===== config.mk =====
export PLATFORM = sky130hd
export DESIGN_NAME = cpumem_arb
export DESIGN_NICKNAME = d
export VERILOG_FILES = /design/src/rtl/cpumem_arb.sv
export SDC_FILE = /design/constraint.sdc
export NUM_CORES = 1
export LEC_CHECK = 0
export CAP_MARGIN = 20
export CORE_ASPECT_RATIO = 1.25
export CORE_MARGIN = 3
export CORE_UTILIZATION = 34
export DETAILED_ROUTE_END_ITERATION = 8
export PLACE_DENSITY = 0.78
export SYNTH_ARGS = -nofsm -noshare
export SYNTH_HDL_FRONTEND = slang
export SYNTH_SLANG_ARGS = --single-unit

===== constraint.sdc =====
create_clock -name clk -period 3.7 [get_ports clk]
set_clock_uncertainty 0.05 [all_clocks]
set_input_delay 0.74 -clock clk [delete_from_list [all_inputs] [get_ports clk]]
set_output_delay 0.74 -clock clk [all_outputs]
set_load 0.03 [all_outputs]

===== src/rtl/cpumem_arb.sv =====
// Shares the memory controller port between debug host, OAM DMA and CPU.
// Debug always wins; the DMA engine stalls the CPU while it copies a page.
module cpumem_arb #(
   parameter logic [15:0] DMA_REG_ADDR  = 16'h4014,
   parameter logic [15:0] OAM_DATA_ADDR = 16'h2004,
   parameter int          DMA_LEN       = 256
) (
   input  logic        clk,
   input  logic        rst_n,
   input  logic        cpu_req,
   input  logic        cpu_wr,
   input  logic [15:0] cpu_addr,
   input  logic [7:0]  cpu_din,
   output logic        cpu_rdy,
   output logic [7:0]  cpu_dout,
   output logic        cpu_rvalid,
   input  logic        dbg_req,
   input  logic        dbg_wr,
   input  logic [15:0] dbg_addr,
   input  logic [7:0]  dbg_din,
   output logic        dbg_ack,
   output logic [7:0]  dbg_dout,
   output logic        dbg_rvalid,
   output logic        dma_busy,
   output logic        mc_wr,
   output logic [15:0] mc_addr,
   output logic [7:0]  mc_din,
   input  logic [7:0]  mc_dout
);

   localparam logic [7:0] LAST_IDX = 8'(DMA_LEN - 1);

   typedef enum logic [1:0] {IDLE, DMA_RD, DMA_WR} state_t;
   typedef enum logic [1:0] {OWN_NONE, OWN_CPU, OWN_DBG, OWN_DMA} owner_t;

   state_t     state;
   owner_t     rd_owner;
   owner_t     rd_next;
   logic [7:0] page;
   logic [7:0] idx;
   logic [7:0] dma_data;
   logic       idle;
   logic       trig;
   logic       g_dbg;
   logic       g_dma;
   logic       g_cpu;

   always_comb begin
      idle     = (state == IDLE);
      cpu_rdy  = !dbg_req && idle;
      dbg_ack  = dbg_req;
      dma_busy = !idle;
      trig     = cpu_rdy && cpu_req && cpu_wr && (cpu_addr == DMA_REG_ADDR);
      g_dbg    = rst_n && dbg_req;
      g_dma    = rst_n && !dbg_req && !idle;
      g_cpu    = rst_n && cpu_rdy && cpu_req && !trig;
      mc_wr    = 1'b0;
      mc_addr  = '0;
      mc_din   = '0;
      rd_next  = OWN_NONE;
      unique case (1'b1)
         g_dbg: begin
            mc_wr   = dbg_wr;
            mc_addr = dbg_addr;
            mc_din  = dbg_wr ? dbg_din : 8'h00;
            rd_next = dbg_wr ? OWN_NONE : OWN_DBG;
         end
         g_dma: begin
            if (state == DMA_RD) begin
               mc_addr = {page, idx};
               rd_next = OWN_DMA;
            end else begin
               // the read data lands this cycle; forward it instead of waiting
               mc_wr   = 1'b1;
               mc_addr = OAM_DATA_ADDR;
               mc_din  = (rd_owner == OWN_DMA) ? mc_dout : dma_data;
            end
         end
         g_cpu: begin
            mc_wr   = cpu_wr;
            mc_addr = cpu_addr;
            mc_din  = cpu_wr ? cpu_din : 8'h00;
            rd_next = cpu_wr ? OWN_NONE : OWN_CPU;
         end
         default: ;
      endcase
   end

   assign cpu_rvalid = (rd_owner == OWN_CPU);
   assign dbg_rvalid = (rd_owner == OWN_DBG);
   assign cpu_dout   = mc_dout;
   assign dbg_dout   = mc_dout;

   always_ff @(posedge clk or negedge rst_n) begin
      if (!rst_n) begin
         state    <= IDLE;
         rd_owner <= OWN_NONE;
         page     <= '0;
         idx      <= '0;
         dma_data <= '0;
      end else begin
         rd_owner <= rd_next;
         if (rd_owner == OWN_DMA)
            dma_data <= mc_dout;
         if (trig) begin
            page  <= cpu_din;
            idx   <= '0;
            state <= DMA_RD;
         end else if (g_dma) begin
            if (state == DMA_RD) begin
               state <= DMA_WR;
            end else begin
               idx   <= idx + 8'd1;
               state <= (idx == LAST_IDX) ? IDLE : DMA_RD;
            end
         end
      end
   end

endmodule


==> results of run 1 <==
==> per-layer routing <==
layer  wire length, µm  vias up  global-route usage (%)
met5                 0        -                       0
met4                57        0                    5.13
met3               478        4                    3.30
met2              2940       73                    31.7
met1              2250      878                    22.9
li1                  -      892                       -
==> cells by family after synthesis <==
| kind of cell | synth area share (%) |
|---|---|
| muxes | 9.36 |
| xor gates and xnor gates | 3.30 |
| DFF | 37.7 |
| buffers and inverters | 15.8 |
| AOI/OAI and AO/OA | 16.2 |
| and+or+nand+nor | 16.9 |
| adders and majority gates | 0.673 |
==> registers in the layout, summed over array words and instances (netlist names) <==
| name | flops |
|---|---|
| page | 8 |
| idx | 8 |
| dma_data | 8 |
| rd_owner | 2 |
| state | 2 |
==> placed cells by master (no fill, tap or decap), types with 3 or more instances in the layout <==
master	netlist	routed
sky130_fd_sc_hd__clkbuf_8	0	3
sky130_fd_sc_hd__inv_1	32	32
sky130_fd_sc_hd__nand3_1	6	6
sky130_fd_sc_hd__nor2b_1	3	3
sky130_fd_sc_hd__dfrtp_1	28	28
sky130_fd_sc_hd__o221ai_1	8	8
sky130_fd_sc_hd__a222oi_1	12	12
sky130_fd_sc_hd__a21o_1	3	3
sky130_fd_sc_hd__nor2_1	14	14
sky130_fd_sc_hd__mux2_2	7	7
sky130_fd_sc_hd__o21ai_0	6	6
sky130_fd_sc_hd__clkdlybuf4s50_1	0	82
sky130_fd_sc_hd__nor3_1	4	4
sky130_fd_sc_hd__buf_4	17	32
sky130_fd_sc_hd__nand2_1	20	20
sky130_fd_sc_hd__xnor2_1	5	5
sky130_fd_sc_hd__mux2i_1	8	8
==> through the flow <==
stage	power [mW]	area (µm²)	utilization (%)	worst slack [ns]
floorplan	0.444	1860	-	0.716
global placement	0.567	2840	54.8	0.229
detailed placement	0.569	2840	54.8	0.223
CTS	0.809	2910	56.2	0.216
global route	0.840	2910	56.2	0.0208
finish	0.802	2910	56.2	0.173
==> worst min-delay path by stage <==
stage	from	end	slack [ns]
floorplan	rst_n	dma_data[0]$_DFF_PN0_	0.39
global placement	dma_data[2]$_DFF_PN0_	dma_data[2]$_DFF_PN0_	0.42
detailed placement	dma_data[6]$_DFF_PN0_	dma_data[6]$_DFF_PN0_	0.43
CTS	dma_data[4]$_DFF_PN0_	dma_data[4]$_DFF_PN0_	0.45
global route	dma_data[4]$_DFF_PN0_	dma_data[4]$_DFF_PN0_	0.47
finish	dma_data[4]$_DFF_PN0_	dma_data[4]$_DFF_PN0_	0.45
==> worst reg2reg max path: cells and delay by family, from the launching register on <==
| family | cells | cell delay (ns) |
|---|---|---|
| and+or+nand+nor | 3 | 0.82 |
| muxes | 1 | 0.40 |
| DFF | 1 | 0.51 |
==> power by group through the flow <==
stage	Combinational [mW]	Clock [mW]	Sequential, mW
floorplan	0.114	0	0.330
global placement	0.237	0	0.331
global route	0.254	0.260	0.326
finish	0.237	0.240	0.325
CTS	0.239	0.245	0.325
detailed placement	0.238	0	0.331
==> area by class of cell <==
| cell class | count | share of cell area (%) |
|---|---|---|
| Tap cell | 62 | 2.66 |
| Sequential cell | 28 | 24.0 |
| Multi-Input combinational cell | 121 | 29.6 |
| Clock buffer | 3 | 1.42 |
| Timing Repair Buffer | 115 | 37.1 |
| Inverter | 32 | 4.12 |
| Clock inverter | 1 | 1.03 |
==> results.md, run 1 <==
Timing
- clock period minus final worst setup slack: 3.53 ns
- fin. max-slew vios: 0
- final period utilization: 95.3%
- final setup violation count: 0
- Peak Freq: 284 MHz
- setup repair after global routing missed its margin: false
- worst-case hold slack: 0.446 ns
- worst max-slew margin expressed relative to the limit: 59.4%
- Tightest Pin Transition: 0.609 ns
- final-layout setup total negative slack: 0 ns
- Final Hold Viols: 0

Yosys
- cell with the most instances after synthesis: sky130_fd_sc_hd__inv_1
- mean area per synthesized cell: 8.98 µm²
- library cell with the largest summed area after synthesis: sky130_fd_sc_hd__dfrtp_1
- number of enable-type register cells in the synthesized netlist: 0
- Synthesized Nets: 270
- number of distinct standard cells referenced by the synthesized netlist: 39
- top cells by area in the synthesized netlist: sky130_fd_sc_hd__dfrtp_1, sky130_fd_sc_hd__buf_4, sky130_fd_sc_hd__a222oi_1
- Synth top area share: 37.7%
- post-synthesis sequential area ratio: 37.7%
- share of async-settable or async-resettable flops after synthesis: 100%
- Post-Synthesis Cells: 207
- post-synthesis sequential element count: 28
- Warnings, synthesis: 0
- most used flip-flop cell after synthesis: sky130_fd_sc_hd__dfrtp_1
- Post-synth top cells: sky130_fd_sc_hd__inv_1, sky130_fd_sc_hd__dfrtp_1, sky130_fd_sc_hd__nand2_1, sky130_fd_sc_hd__buf_4, sky130_fd_sc_hd__nor2_1
- Mapped Area: 0.00186 mm²

Layout
- flip-flop and latch area: 701 µm²
- layout cell share with drive strength beyond 1: 16.7%
- area grow syn2layout: 56.8%
- area occupied by multi-input gates: 863 µm²
- fill cell count: 491
- final standard cell count with taps included and fillers excluded: 362
- count of antenna diodes in the layout: 0
- final net count: 364

Route
- per-cell routed wire length: 15.8 µm
- number of design-rule violations left by the first detailed-router iteration: 157
- number of remaining DRC errors: 0
- first-pass iteration count of the detailed router: 5
- via count: 1,847
- Via density: 5.10
- number of nets with antenna violations after detailed routing: 0
- final WL: 5730 µm

Worst setup path
- arrival time at the worst endpoint: 2.74 ns
- worst path buffer plus inverter count: 2
- critical register-to-register path endpoint: page[0]$_DFFE_PN0N_
- Crit path depth: 6
- CP endpoint: mc_din[6]
- data required time at the worst endpoint: 2.91 ns
- Max stage delay cell, worst path: sky130_fd_sc_hd__clkdlybuf4s50_1
- Critical Path Sink Type: output pin
- Crit. Startpoint: dbg_req
- slack of the worst reg-to-reg path: 1.81 ns
- element type at the critical path start: input port
- critical path peak fanout: 10
- critical setup path kind: in -> out
- kind of cell with the highest combined delay on the critical path: buffers and inverters
- depth of the worst register-to-register path: 4
- sequence of cells on the critical path: clkdlybuf4s50_1, nor2b_1, and3_1, o211ai_2, o221ai_1, buf_4
- reg-to-reg startpoint: state[1]$_DFFE_PN0P_
- Largest stage delay, worst path: 0.57 ns

Placed design
- post-DP HPWL: 4620 µm
- I/O Buffers: 107
- weighted congestion reported at the end of routability-driven placement: 0.837
- Cell Count Post-Placement: 358

CTS
- Clk pin slew, worst setup/hold paths: 0.09 ns
- number of buffers inserted by hold repair at cts: 0
- Inserted Clock Buffers: 3
- buffer count from post-CTS setup fixing: 0
- number of H-tree levels: 1
- clk_lat worst skew: 0.27 ns
- post-CTS sizing: 0
- TritonCTS clock tree: built
- total clock sinks: 28
- largest buffer count on any clock path: 2
- cell at the root of the clock tree: sky130_fd_sc_hd__clkbuf_8

Die
- full die area: 0.00639 mm²
- count of boundary I/O pins: 108
- count of standard-cell rows: 29
- placeable core region: 0.00519 mm²
- width of the die: 72.1 µm
- initial core utilization: 35.8%
- Chip Height: 88.7 µm

Global routing
- first-pass GRT wire length: 9140 µm
- initial antenna violation count: 0
- via count of the first global-routing pass: 1,870
- maximum number of pins on one net before global-route repair: 18
- aggregate global routing overflow: 0
- all-layer global routing usage: 18.2%

Power and ir drop
- part of the total power dissipated in sequential elements: 40.5%
- power density cells: 275 mW/mm²
- maximum vdd ir drop: 0.000131 V
- part of the power in combinational logic: 29.6%
- design internal power: 0.583 mW
- leakage power figure: 1.48 nW
- switching share of power: 27.3%
- clock share of power: 29.9%
- switching pwr: 0.219 mW

Worst hold path
- Worst Hold Path Cells: 2
- Hold/Removal Path Class: reg -> reg

Run status
- run status: complete, no violations

Run
- max-capacitance violation count: 0

No activity file was read; power rests on OpenSTA's default activity.
==> run 2: changes to the inputs <==
TNS_END_PERCENT = 10   (was unset)
==> results of run 2 <==
No change in the layout: final DEF, timing and power equal those of run 1.
==> run 3: changes to the inputs <==
ABC_AREA = 1   (was unset)
PLACE_DENSITY = 0.74   (was 0.78)
==> results.md, run 3 <==
Run status
- run status: complete, no violations, unchanged

Worst setup path
- critical register-to-register path endpoint: idx[6]$_DFFE_PN0P_, was page[0]$_DFFE_PN0N_
- reg-to-reg startpoint: state[1]$_DFFE_PN0P_, unchanged
- data required time at the worst endpoint: 2.91 ns, about the same
- slack of the worst reg-to-reg path: 2.06 ns, was 1.81 ns
- critical path peak fanout: 32, was 10
- Max stage delay cell, worst path: sky130_fd_sc_hd__clkdlybuf4s50_1, unchanged
- Critical Path Sink Type: output pin, unchanged
- Crit. Startpoint: cpu_addr[10], was dbg_req
- depth of the worst register-to-register path: 7, was 4
- Largest stage delay, worst path: 0.43 ns, was 0.57 ns
- kind of cell with the highest combined delay on the critical path: simple AND/OR/NAND/NOR gates, was buffers and inverters
- crit-path most repeated cell: sky130_fd_sc_hd__nand2_1
- sequence of cells on the critical path: clkdlybuf4s50_1, nor2_1, nand2_1, nor2_4, nand3_4, nand3_1, nand2_1, buf_4, was clkdlybuf4s50_1, nor2b_1, and3_1, o211ai_2, o221ai_1, buf_4
- critical setup path kind: in -> out, unchanged
- arrival time at the worst endpoint: 2.51 ns, was 2.74 ns
- worst path buffer plus inverter count: 2, unchanged
- element type at the critical path start: input port, unchanged

Yosys
- Mapped Area: 0.00227 mm², was 0.00186 mm²
- Synthesized Nets: 410, was 270
- cell with the most instances after synthesis: sky130_fd_sc_hd__nand2_1, was sky130_fd_sc_hd__inv_1
- post-synthesis sequential element count: 28, unchanged
- share of async-settable or async-resettable flops after synthesis: 100%, unchanged
- mean area per synthesized cell: 6.53 µm², was 8.98 µm²
- library cell with the largest summed area after synthesis: sky130_fd_sc_hd__dfrtp_1, unchanged
- most used flip-flop cell after synthesis: sky130_fd_sc_hd__dfrtp_1, unchanged
- number of distinct standard cells referenced by the synthesized netlist: 26, was 39
- number of enable-type register cells in the synthesized netlist: 0, unchanged
- Synth top area share: 30.9%, was 37.7%
- post-synthesis sequential area ratio: 30.9%, was 37.7%
- Post-synth top cells: sky130_fd_sc_hd__nand2_1, sky130_fd_sc_hd__inv_1, sky130_fd_sc_hd__nand3_1, sky130_fd_sc_hd__dfrtp_1, sky130_fd_sc_hd__nor2_1, was sky130_fd_sc_hd__inv_1, sky130_fd_sc_hd__dfrtp_1, sky130_fd_sc_hd__nand2_1, sky130_fd_sc_hd__buf_4, sky130_fd_sc_hd__nor2_1
- Post-Synthesis Cells: 347, was 207
- top cells by area in the synthesized netlist: sky130_fd_sc_hd__dfrtp_1, sky130_fd_sc_hd__nand2_1, sky130_fd_sc_hd__nand3_1, was sky130_fd_sc_hd__dfrtp_1, sky130_fd_sc_hd__buf_4, sky130_fd_sc_hd__a222oi_1
- Warnings, synthesis: 0, unchanged

Die
- count of boundary I/O pins: 108, unchanged
- Chip Height: 97.3 µm, was 88.7 µm
- initial core utilization: 35.8%, about the same
- placeable core region: 0.00633 mm², was 0.00519 mm²
- width of the die: 79.0 µm, was 72.1 µm
- full die area: 0.00769 mm², was 0.00639 mm²
- count of standard-cell rows: 32, was 29

CTS
- Inserted Clock Buffers: 3, unchanged
- cell at the root of the clock tree: sky130_fd_sc_hd__clkbuf_8, unchanged
- number of buffers inserted by hold repair at cts: 0, unchanged
- number of H-tree levels: 1, unchanged
- TritonCTS clock tree: built, unchanged
- Clk pin slew, worst setup/hold paths: 0.11 ns, was 0.09 ns
- total clock sinks: 28, unchanged
- largest buffer count on any clock path: 2, unchanged
- buffer count from post-CTS setup fixing: 0, unchanged
- post-CTS sizing: 0, unchanged
- clk_lat worst skew: 0.27 ns, about the same

Global routing
- all-layer global routing usage: 18.7%, was 18.2%
- initial antenna violation count: 0, unchanged
- via count of the first global-routing pass: 2,358, was 1,870
- maximum number of pins on one net before global-route repair: 33, was 18
- aggregate global routing overflow: 0, unchanged
- first-pass GRT wire length: 11,700 µm, was 9140 µm

Layout
- leading cell type in the layout, fill and taps excluded: sky130_fd_sc_hd__nand2_1, was sky130_fd_sc_hd__clkdlybuf4s50_1
- layout cell share with drive strength beyond 1: 13.4%, was 16.7%
- area grow syn2layout: 45.0%, was 56.8%
- count of antenna diodes in the layout: 0, unchanged
- registers with the highest flip-flop counts: dma_data: 8 flops, idx: 8 flops, page: 8 flops, unchanged
- commonest cells after routing, fill and taps aside: sky130_fd_sc_hd__nand2_1, sky130_fd_sc_hd__clkdlybuf4s50_1, sky130_fd_sc_hd__inv_1, was sky130_fd_sc_hd__clkdlybuf4s50_1, sky130_fd_sc_hd__inv_1, sky130_fd_sc_hd__buf_4
- final standard cell count with taps included and fillers excluded: 519, was 362
- final net count: 498, was 364

Timing
- worst max-slew margin expressed relative to the limit: 64.1%, was 59.4%
- fin. max-slew vios: 0, unchanged
- clock period minus final worst setup slack: 3.30 ns, was 3.53 ns
- Peak Freq: 303 MHz, was 284 MHz
- Final Hold Viols: 0, unchanged
- final setup violation count: 0, unchanged
- final period utilization: 89.2%, was 95.3%
- setup repair after global routing missed its margin: false, unchanged
- Tightest Pin Transition: 0.539 ns, was 0.609 ns
- final-layout setup total negative slack: 0 ns, unchanged

Power and ir drop
- switching share of power: 41.7%, was 27.3%
- part of the total power dissipated in sequential elements: 34.5%, was 40.5%
- design internal power: 0.811 mW, was 0.583 mW
- switching pwr: 0.581 mW, was 0.219 mW
- PnR Total Power: 1.39 mW, was 0.802 mW
- leakage power figure: 1.71 nW, was 1.48 nW
- clock share of power: 17.5%, was 29.9%
- power density cells: 423 mW/mm², was 275 mW/mm²
- part of the power in combinational logic: 48.0%, was 29.6%
- maximum vdd ir drop: 0.000190 V, was 0.000131 V

Route
- first-pass iteration count of the detailed router: 4, was 5
- per-cell routed wire length: 14.0 µm, was 15.8 µm
- Via density: 4.75, was 5.10
- number of nets with antenna violations after detailed routing: 0, unchanged
- number of remaining DRC errors: 0, unchanged
- number of design-rule violations left by the first detailed-router iteration: 196, was 157
- final WL: 7270 µm, was 5730 µm
- via count: 2,467, was 1,847

Placed design
- weighted congestion reported at the end of routability-driven placement: 0.819, was 0.837
- Cell Count Post-Placement: 515, was 358
- post-DP HPWL: 5710 µm, was 4620 µm
- I/O Buffers: 107, unchanged

Worst hold path
- Hold/Removal Path Class: reg -> reg, unchanged
- Worst Hold Path Cells: 2, unchanged
- startpoint of the tightest hold check path: dma_data[7]$_DFF_PN0_, was dma_data[4]$_DFF_PN0_
- end of the worst hold path: dma_data[7]$_DFF_PN0_, was dma_data[4]$_DFF_PN0_

Run
- max-capacitance violation count: 0, unchanged

-- run 3: cell count changes after synthesis, moves of 7 or more --
cell	change
sky130_fd_sc_hd__a222oi_1	-12
sky130_fd_sc_hd__a32oi_1	+8
sky130_fd_sc_hd__inv_1	+14
sky130_fd_sc_hd__mux2_2	-7
sky130_fd_sc_hd__mux2i_1	-8
sky130_fd_sc_hd__nand2_1	+108
sky130_fd_sc_hd__nand3_1	+33
sky130_fd_sc_hd__nor2_1	+9
sky130_fd_sc_hd__o221ai_1	-8
-- run 3: power groups by stage --
| stage | sequential, mW | combinational [mW] | clock [mW] |
|---|---|---|---|
| final | 0.480 | 0.668 | 0.244 |
| after global routing | 0.491 | 0.737 | 0.254 |
| after CTS | 0.479 | 0.674 | 0.246 |
| after floorplan | 0.463 | 0.439 | 0 |
| after detailed placement | 0.485 | 0.670 | 0 |
| after global placement | 0.480 | 0.660 | 0 |
-- run 3: layout make-up --
class | count | area [µm²]
tap | 85 | 106
clock buffer | 3 | 41.3
sequential | 28 | 701
fill | 654 | 3040
multi-input combinational | 238 | 1150
clock inverter | 1 | 30.0
timing repair buffer | 114 | 1070
inverter | 50 | 188
-- run 3: worst max-delay path by stage --
| stage | slack (ns) | to | cells after the start |
|---|---|---|---|
| after floorplan | 1.24 | mc_addr[2] | 8 |
| after global placement | 0.42 | mc_addr[15] | 8 |
| after detailed placement | 0.38 | mc_addr[13] | 8 |
| after CTS | 0.37 | mc_addr[13] | 8 |
| after global routing | 0.24 | mc_addr[13] | 9 |
| final | 0.40 | mc_din[5] | 8 |
-- run 3: worst min-delay path, delay by kind of cell, from the launching register on --
family	cells	cell delay, ns
flops	1	0.33
simple gates	2	0.12
-- run 3: layer usage --
metal | up-vias | GRT usage (%) | part of all wire, %
li1 | 1243 | - | -
met1 | 1108 | 22.9 | 42
met2 | 108 | 33.2 | 48
met3 | 8 | 3.53 | 7.8
met4 | 0 | 4.50 | 1.9
met5 | - | 0 | 0
-- run 3: stage by stage --
step           utilization, %  hold WS (ns)  worst slack, ns  area (µm²)
6_report                 52.0         0.430            0.398        3290
5_1_grt                  52.0         0.459            0.239        3290
4_1_cts                  52.0         0.433            0.370        3290
3_5_place_dp             50.9         0.408            0.378        3220
3_3_place_gp             50.9         0.401            0.422        3220
2_1_floorplan               -         0.389             1.24        2270
-- run 3: kinds of logic after synthesis --
group,count (synthesis),share of synthesized area [%]
AOI/OAI and AO/OA,23,6.51
xor gates and xnor gates,1,0.386
adders and majority gates,1,0.552
buffers and inverters,81,18.4
DFF,28,30.9
and+or+nand+nor,213,43.2
